$ cat src/rtl/uart_tx_if.sv
// Purpose: host-side handshake and serial-line bundle for the UART transmitter.
// Latency: none; wiring only.
// Backpressure: tx_ready from the slave gates acceptance of tx_data/tx_valid.
// Signals: tx_data/tx_valid (host -> tx), tx_ready (tx -> host),
//          tx_out serial line, tx_busy frame-in-progress, tx_done end-of-frame pulse.
interface uart_tx_if #(
  parameter int DATA_BITS = 8
);
  logic [DATA_BITS-1:0] tx_data;
  logic                 tx_valid;
  logic                 tx_ready;
  logic                 tx_out;
  logic                 tx_busy;
  logic                 tx_done;

  modport master (
    output tx_data, tx_valid,
    input  tx_ready, tx_out, tx_busy, tx_done
  );

  modport slave (
    input  tx_data, tx_valid,
    output tx_ready, tx_out, tx_busy, tx_done
  );
endinterface

$ cat src/rtl/uart_tx.sv
// Purpose: UART serialiser: start bit, DATA_BITS LSB first, optional parity, stop bit(s).
// Latency: handshake at edge N drives the start bit from cycle N+1; frame ends at N+F.
// Backpressure: tx_ready high only in IDLE; tx_valid is ignored while a frame is in flight.
// Ports: clk, rst_n (synchronous, active-low); bus = uart_tx_if slave
//        (tx_data, tx_valid in; tx_ready, tx_out, tx_busy, tx_done out).
module uart_tx #(
  parameter int CLKS_PER_BIT = 16,
  parameter int DATA_BITS    = 8,
  parameter int PARITY_EN    = 0,
  parameter int PARITY_ODD   = 0,
  parameter int STOP_BITS    = 1
) (
  input  logic      clk,
  input  logic      rst_n,
  uart_tx_if.slave  bus
);

  localparam int              CNT_W     = $clog2(CLKS_PER_BIT);
  localparam logic [CNT_W-1:0] CNT_LAST = CNT_W'(CLKS_PER_BIT - 1);
  localparam logic [3:0]      DATA_LAST = 4'(DATA_BITS - 1);
  localparam logic [3:0]      STOP_LAST = 4'(STOP_BITS - 1);
  localparam logic            ODD       = (PARITY_ODD != 0);

  typedef enum logic [2:0] {
    IDLE,
    START,
    DATA,
    PARITY,
    STOP
  } state_t;

  state_t               r_state, w_state_nxt;
  logic [CNT_W-1:0]     r_cnt, w_cnt_nxt;
  logic [3:0]           r_idx, w_idx_nxt;     // data bit index, reused as stop bit index
  logic [DATA_BITS-1:0] r_shift, w_shift_nxt;
  logic                 r_par, w_par_nxt;
  logic                 r_tx_out, r_tx_busy, r_tx_done;
  logic                 w_out_nxt, w_busy_nxt, w_done_nxt;
  logic                 w_wrap;

  assign w_wrap = (r_cnt == CNT_LAST);

  always_comb begin
    w_state_nxt = r_state;
    w_cnt_nxt   = r_cnt + CNT_W'(1);
    w_idx_nxt   = r_idx;
    w_shift_nxt = r_shift;
    w_par_nxt   = r_par;

    case (r_state)
      IDLE: begin
        w_cnt_nxt = '0;
        w_idx_nxt = '0;
        if (bus.tx_valid) begin
          w_shift_nxt = bus.tx_data;
          w_state_nxt = START;
        end
      end
      START: begin
        // The shift register still holds the untouched latched word here,
        // so parity is taken from it before any shifting starts.
        w_par_nxt = (^r_shift) ^ ODD;
        if (w_wrap) begin
          w_cnt_nxt   = '0;
          w_idx_nxt   = '0;
          w_state_nxt = DATA;
        end
      end
      DATA: begin
        if (w_wrap) begin
          w_cnt_nxt   = '0;
          w_shift_nxt = r_shift >> 1;
          if (r_idx == DATA_LAST) begin
            w_idx_nxt   = '0;
            w_state_nxt = (PARITY_EN != 0) ? PARITY : STOP;
          end else begin
            w_idx_nxt = r_idx + 4'd1;
          end
        end
      end
      PARITY: begin
        if (w_wrap) begin
          w_cnt_nxt   = '0;
          w_idx_nxt   = '0;
          w_state_nxt = STOP;
        end
      end
      STOP: begin
        if (w_wrap) begin
          w_cnt_nxt = '0;
          if (r_idx == STOP_LAST) begin
            w_idx_nxt   = '0;
            w_state_nxt = IDLE;
          end else begin
            w_idx_nxt = r_idx + 4'd1;
          end
        end
      end
      default: begin
        w_state_nxt = IDLE;
        w_cnt_nxt   = '0;
        w_idx_nxt   = '0;
      end
    endcase

    // Outputs are registered, so they are decoded from the next-cycle view.
    w_out_nxt = 1'b1;
    case (w_state_nxt)
      START:   w_out_nxt = 1'b0;
      DATA:    w_out_nxt = w_shift_nxt[0];
      PARITY:  w_out_nxt = w_par_nxt;
      default: w_out_nxt = 1'b1;
    endcase
    w_busy_nxt = (w_state_nxt != IDLE);
    w_done_nxt = (w_state_nxt == STOP) && (w_cnt_nxt == CNT_LAST) && (w_idx_nxt == STOP_LAST);
  end

  always_ff @(posedge clk) begin
    if (!rst_n) begin
      r_state   <= IDLE;
      r_cnt     <= '0;
      r_idx     <= '0;
      r_shift   <= '0;
      r_par     <= 1'b0;
      r_tx_out  <= 1'b1;
      r_tx_busy <= 1'b0;
      r_tx_done <= 1'b0;
    end else begin
      r_state   <= w_state_nxt;
      r_cnt     <= w_cnt_nxt;
      r_idx     <= w_idx_nxt;
      r_shift   <= w_shift_nxt;
      r_par     <= w_par_nxt;
      r_tx_out  <= w_out_nxt;
      r_tx_busy <= w_busy_nxt;
      r_tx_done <= w_done_nxt;
    end
  end

  assign bus.tx_ready = (r_state == IDLE);
  assign bus.tx_out   = r_tx_out;
  assign bus.tx_busy  = r_tx_busy;
  assign bus.tx_done  = r_tx_done;

endmodule

$ cat src/flat_wrapper.sv
// flat-port wrapper written by rule: the top's interface ports become plain ports
module uart_tx_flat 
#(
  parameter int CLKS_PER_BIT = 16,
  parameter int DATA_BITS    = 8,
  parameter int PARITY_EN    = 0,
  parameter int PARITY_ODD   = 0,
  parameter int STOP_BITS    = 1
)
  (clk, rst_n, bus_tx_data, bus_tx_valid, bus_tx_ready, bus_tx_out, bus_tx_busy, bus_tx_done);
  uart_tx_if #(.DATA_BITS(DATA_BITS)) bus_i ();
  input  logic clk;
  input  logic rst_n;
  input wire logic [$bits(bus_i.tx_data)-1:0] bus_tx_data;
  input wire logic [$bits(bus_i.tx_valid)-1:0] bus_tx_valid;
  output wire logic [$bits(bus_i.tx_ready)-1:0] bus_tx_ready;
  output wire logic [$bits(bus_i.tx_out)-1:0] bus_tx_out;
  output wire logic [$bits(bus_i.tx_busy)-1:0] bus_tx_busy;
  output wire logic [$bits(bus_i.tx_done)-1:0] bus_tx_done;
  assign bus_i.tx_data = bus_tx_data;
  assign bus_i.tx_valid = bus_tx_valid;
  assign bus_tx_ready = bus_i.tx_ready;
  assign bus_tx_out = bus_i.tx_out;
  assign bus_tx_busy = bus_i.tx_busy;
  assign bus_tx_done = bus_i.tx_done;
  uart_tx #(.CLKS_PER_BIT(CLKS_PER_BIT), .DATA_BITS(DATA_BITS), .PARITY_EN(PARITY_EN), .PARITY_ODD(PARITY_ODD), .STOP_BITS(STOP_BITS)) u_core (.clk(clk), .rst_n(rst_n), .bus(bus_i));
endmodule
$ cat config.mk
export PLATFORM = sky130hd
export DESIGN_NAME = uart_tx_flat
export DESIGN_NICKNAME = d
export VERILOG_FILES = /design/src/rtl/uart_tx_if.sv /design/src/rtl/uart_tx.sv /design/src/flat_wrapper.sv
export SDC_FILE = /design/constraint.sdc
export NUM_CORES = 1
export LEC_CHECK = 0
export ABC_CLOCK_PERIOD_IN_PS = 2710
export CORE_MARGIN = 3
export CORE_UTILIZATION = 35
export DETAILED_ROUTE_END_ITERATION = 7
export DONT_BUFFER_PORTS = 1
export GPL_ROUTABILITY_DRIVEN = 0
export MAX_ROUTING_LAYER = met4
export PLACE_DENSITY = 0.48
export SETUP_SLACK_MARGIN = 0.5
export SLEW_MARGIN = 30
export SYNTH_ARGS = -nofsm -noshare
export SYNTH_HDL_FRONTEND = slang
export SYNTH_SLANG_ARGS = --single-unit
export TNS_END_PERCENT = 5
$ cat constraint.sdc
create_clock -name clk -period 2.71 [get_ports clk]
set_clock_uncertainty 0.1 [all_clocks]
set_input_delay 0.542 -clock clk [delete_from_list [all_inputs] [get_ports clk]]
set_output_delay 0.542 -clock clk [all_outputs]
set_load 0.01 [all_outputs]
==> metrics.md <==
| Metric | Value |
|---|---|
| Synth top cells by count | `dfxtp_1, nand2_1, a21oi_1` |
| Layout Area Growth over Synthesis | `4.07%` |
| TritonCTS clock tree | `built` |
| Post-CTS setup buffers | `0` |
| # diodes | `0` |
| Area share of the largest cell type after synthesis | `37.4%` |
| # IOs | `15` |
| Seq pwr share | `60.9%` |
| Vias per cell | `5.29` |
| Critical path's largest stage delay | `420 ps` |
| Overall Global Routing Usage | `13.1%` |
| Final worst-path setup slack | `660 ps` |
| Slew @ Worst Pin | `551 ps` |
| Total core area | `3200 µm²` |
| CTS resizes | `0` |
| Clock root cell | `clkbuf_4` |
| Max transition margin | `62.9%` |
| Psw | `0.160 mW` |
| Worst Setup End Kind | `flop` |
| Seq cells post-synth | `23` |
| Syn Area/Cell | `8.92 µm²` |
| Worst-path clk slew | `140 ps` |
| CTS max path bufs | `2` |
| Cell taking the most area after synthesis | `dfxtp_1` |
| Crit-path cells | `ha_1 > and3_2 > a2111o_1 > o31ai_2 > o2111ai_1 > a211oi_2` |
| Nets@finish | `152` |
| Share of cells above drive strength 1 | `11.7%` |
| Worst EP arrival | `2180 ps` |
| Pwr dens | `470 nW/µm²` |
| # setup viols final | `0` |
| First-pass GRT wire length | `4240 µm` |
| Syn Nets | `152` |
| H-tree levels | `1` |
| Final period util | `75.6%` |
| Crit path time final | `2050 ps` |
| CP Class | `flop to flop` |
| Class of the worst hold path | `input port to flop` |
| Wirelength, routed | `2480 µm` |
| Cell-internal power | `0.442 mW` |
| Die boundary width | `65.3 µm` |
| Max VDD drop | `224 µV` |
| Via count | `957` |
| FF-to-FF path depth | `6` |
| Main area contributors after synthesis | `dfxtp_1, xnor2_1, a21oi_1, nand2_1, a22oi_1` |
| Grt ovf | `0` |
| Clock share of power | `27.4%` |
| Most frequent cell after synthesis | `dfxtp_1` |
| CP Depth | `6` |
| Max Slew Vio Count | `0` |
| Critical Path Fanout Max | `9` |
| Synth Cell Area | `1230 µm²` |
| DR iter-0 viols | `46` |
| Worst path buffer plus inverter count | `0` |
| Comb pwr share | `11.8%` |
| Synth Flop Type | `dfxtp_1` |
| Hold-fix buffers, CTS | `0` |
| CP Data Required Time | `2840 ps` |
| Clock sink count | `23` |
| Async set-reset flop share out of synthesis | `0%` |
| Via count of the first global-routing pass | `948` |
| Sw Ratio | `26.6%` |
| Slowest CP cell | `a2111o_1` |
| Num CTS Buffers | `3` |
| Drt pass-1 iters | `4` |
| ANT nets after route | `0` |
| Port Buffers | `0` |
| Clk_lat worst skew | `320 ps` |
| Die area | `4270 µm²` |
| Initial Util | `38.4%` |
| Fin area | `1280 µm²` |
| Setup TNS | `0 ps` |
| DRC Markers | `0` |
| Status | `completed` |
| Placed cell areas | `1250 µm²` |
| Die Ht | `65.3 µm` |
| Post-DP HPWL | `1800 µm` |
| Setup crit start kind | `flop` |
| Maxcap violations | `0` |
| Initial antenna violation count | `0` |
| Register area share after synthesis | `37.4%` |
| Cell family with most CP delay | `compound AO/OA/AOI/OAI gates` |
| P_leak | `0.425 nW` |
| Distinct cells, synth | `42` |
| Routed len/inst | `13.7 µm` |
| Highest clock rate | `0.488 GHz` |
| Unrepaired setup endpoints after global routing | `false` |
| Post-synth EDFFs | `0` |
| Ys Warns | `0` |
| Post-Synthesis Cells | `138` |
| Place WS | `597 ps` |
| Hold path cells | `1` |
| Final Hold Violating Endpoints | `0` |
| Rows | `20` |
| Largest net degree at the start of global routing | `14` |
## power by group through the flow
stage	Combinational (mW)	Sequential, mW	Clock [mW]
after global placement	0.0718	0.374	0
after floorplan	0.0671	0.369	0
after CTS	0.0715	0.366	0.173
after detailed placement	0.0712	0.374	0
final	0.0708	0.366	0.165
after global routing	0.0789	0.369	0.192
## worst paths after layout
path | startpoint | to | slack, ps
max | u_core.r_cnt[0] | u_core.bus.tx_done | 660
min | rst_n | u_core.r_state[1] | 230
max reg2reg | u_core.r_cnt[0] | u_core.bus.tx_done | 660
min reg2reg | u_core.r_shift[3] | u_core.r_shift[3] | 400
## registers in the layout, indices dropped and copies added (netlist names)
| name | cells |
|---|---|
| u_core.r_cnt | 4 |
| u_core.bus.tx_out | 1 |
| u_core.r_idx | 4 |
| u_core.r_state | 3 |
| u_core.bus.tx_done | 1 |
| u_core.bus.tx_busy | 1 |
| u_core.r_par | 1 |
| u_core.r_shift | 8 |
## cell type report
type                            count  area, µm²
Timing Repair Buffer                1       7.51
Inverter                            7       26.3
Clock inverter                      1       5.00
Clock buffer                        3       22.5
Sequential cell                    23        460
Fill cell                         365       1920
Tap cell                           44       55.1
Multi-Input combinational cell    102        704
## per-stage QoR
stage | total power, mW | cells | hold slack, ps | utilization, %
finish | 0.602 | 181 | 231 | 40.0
global route | 0.640 | 181 | 202 | 40.0
CTS | 0.611 | 181 | 223 | 40.0
detailed placement | 0.445 | 177 | 376 | 39.1
global placement | 0.446 | 177 | 377 | 39.1
floorplan | 0.436 | 138 | 358 | -
## kinds of logic (layout without fill, tap and decap cells)
family	after synthesis	after routing	synth area share [%]
DFF	23	23	37.4
xor gates and xnor gates	10	10	7.11
and+or+nand+nor	49	49	22.6
adders and majority gates	3	3	3.05
AOI/OAI and AO/OA	40	40	24.4
buffers and inverters	13	12	5.49
## routing by layer
| layer | part of all wire [%] | up-vias | global-route usage, % |
|---|---|---|---|
| li1 | - | 489 | - |
| met1 | 50 | 450 | 16.7 |
| met2 | 46 | 14 | 20.6 |
| met3 | 2.8 | 4 | 2.05 |
| met4 | 1.3 | 0 | 5.44 |
| met5 | 0 | - | - |
## cells in the final DEF, fill, tap and decap left out, drive strengths merged, types with 2 or more instances in the layout
cell type,n
nor3,4
or3,2
a31oi,2
nand2b,3
and2,6
nor2,7
o21ai,6
and3,2
dfxtp,23
xnor2,10
nand2,15
inv,7
o31ai,2
a211oi,3
a22oi,6
clkbuf,3
nand3,4
a21oi,12
ha,3
No activity file was read; power rests on OpenSTA's default activity.
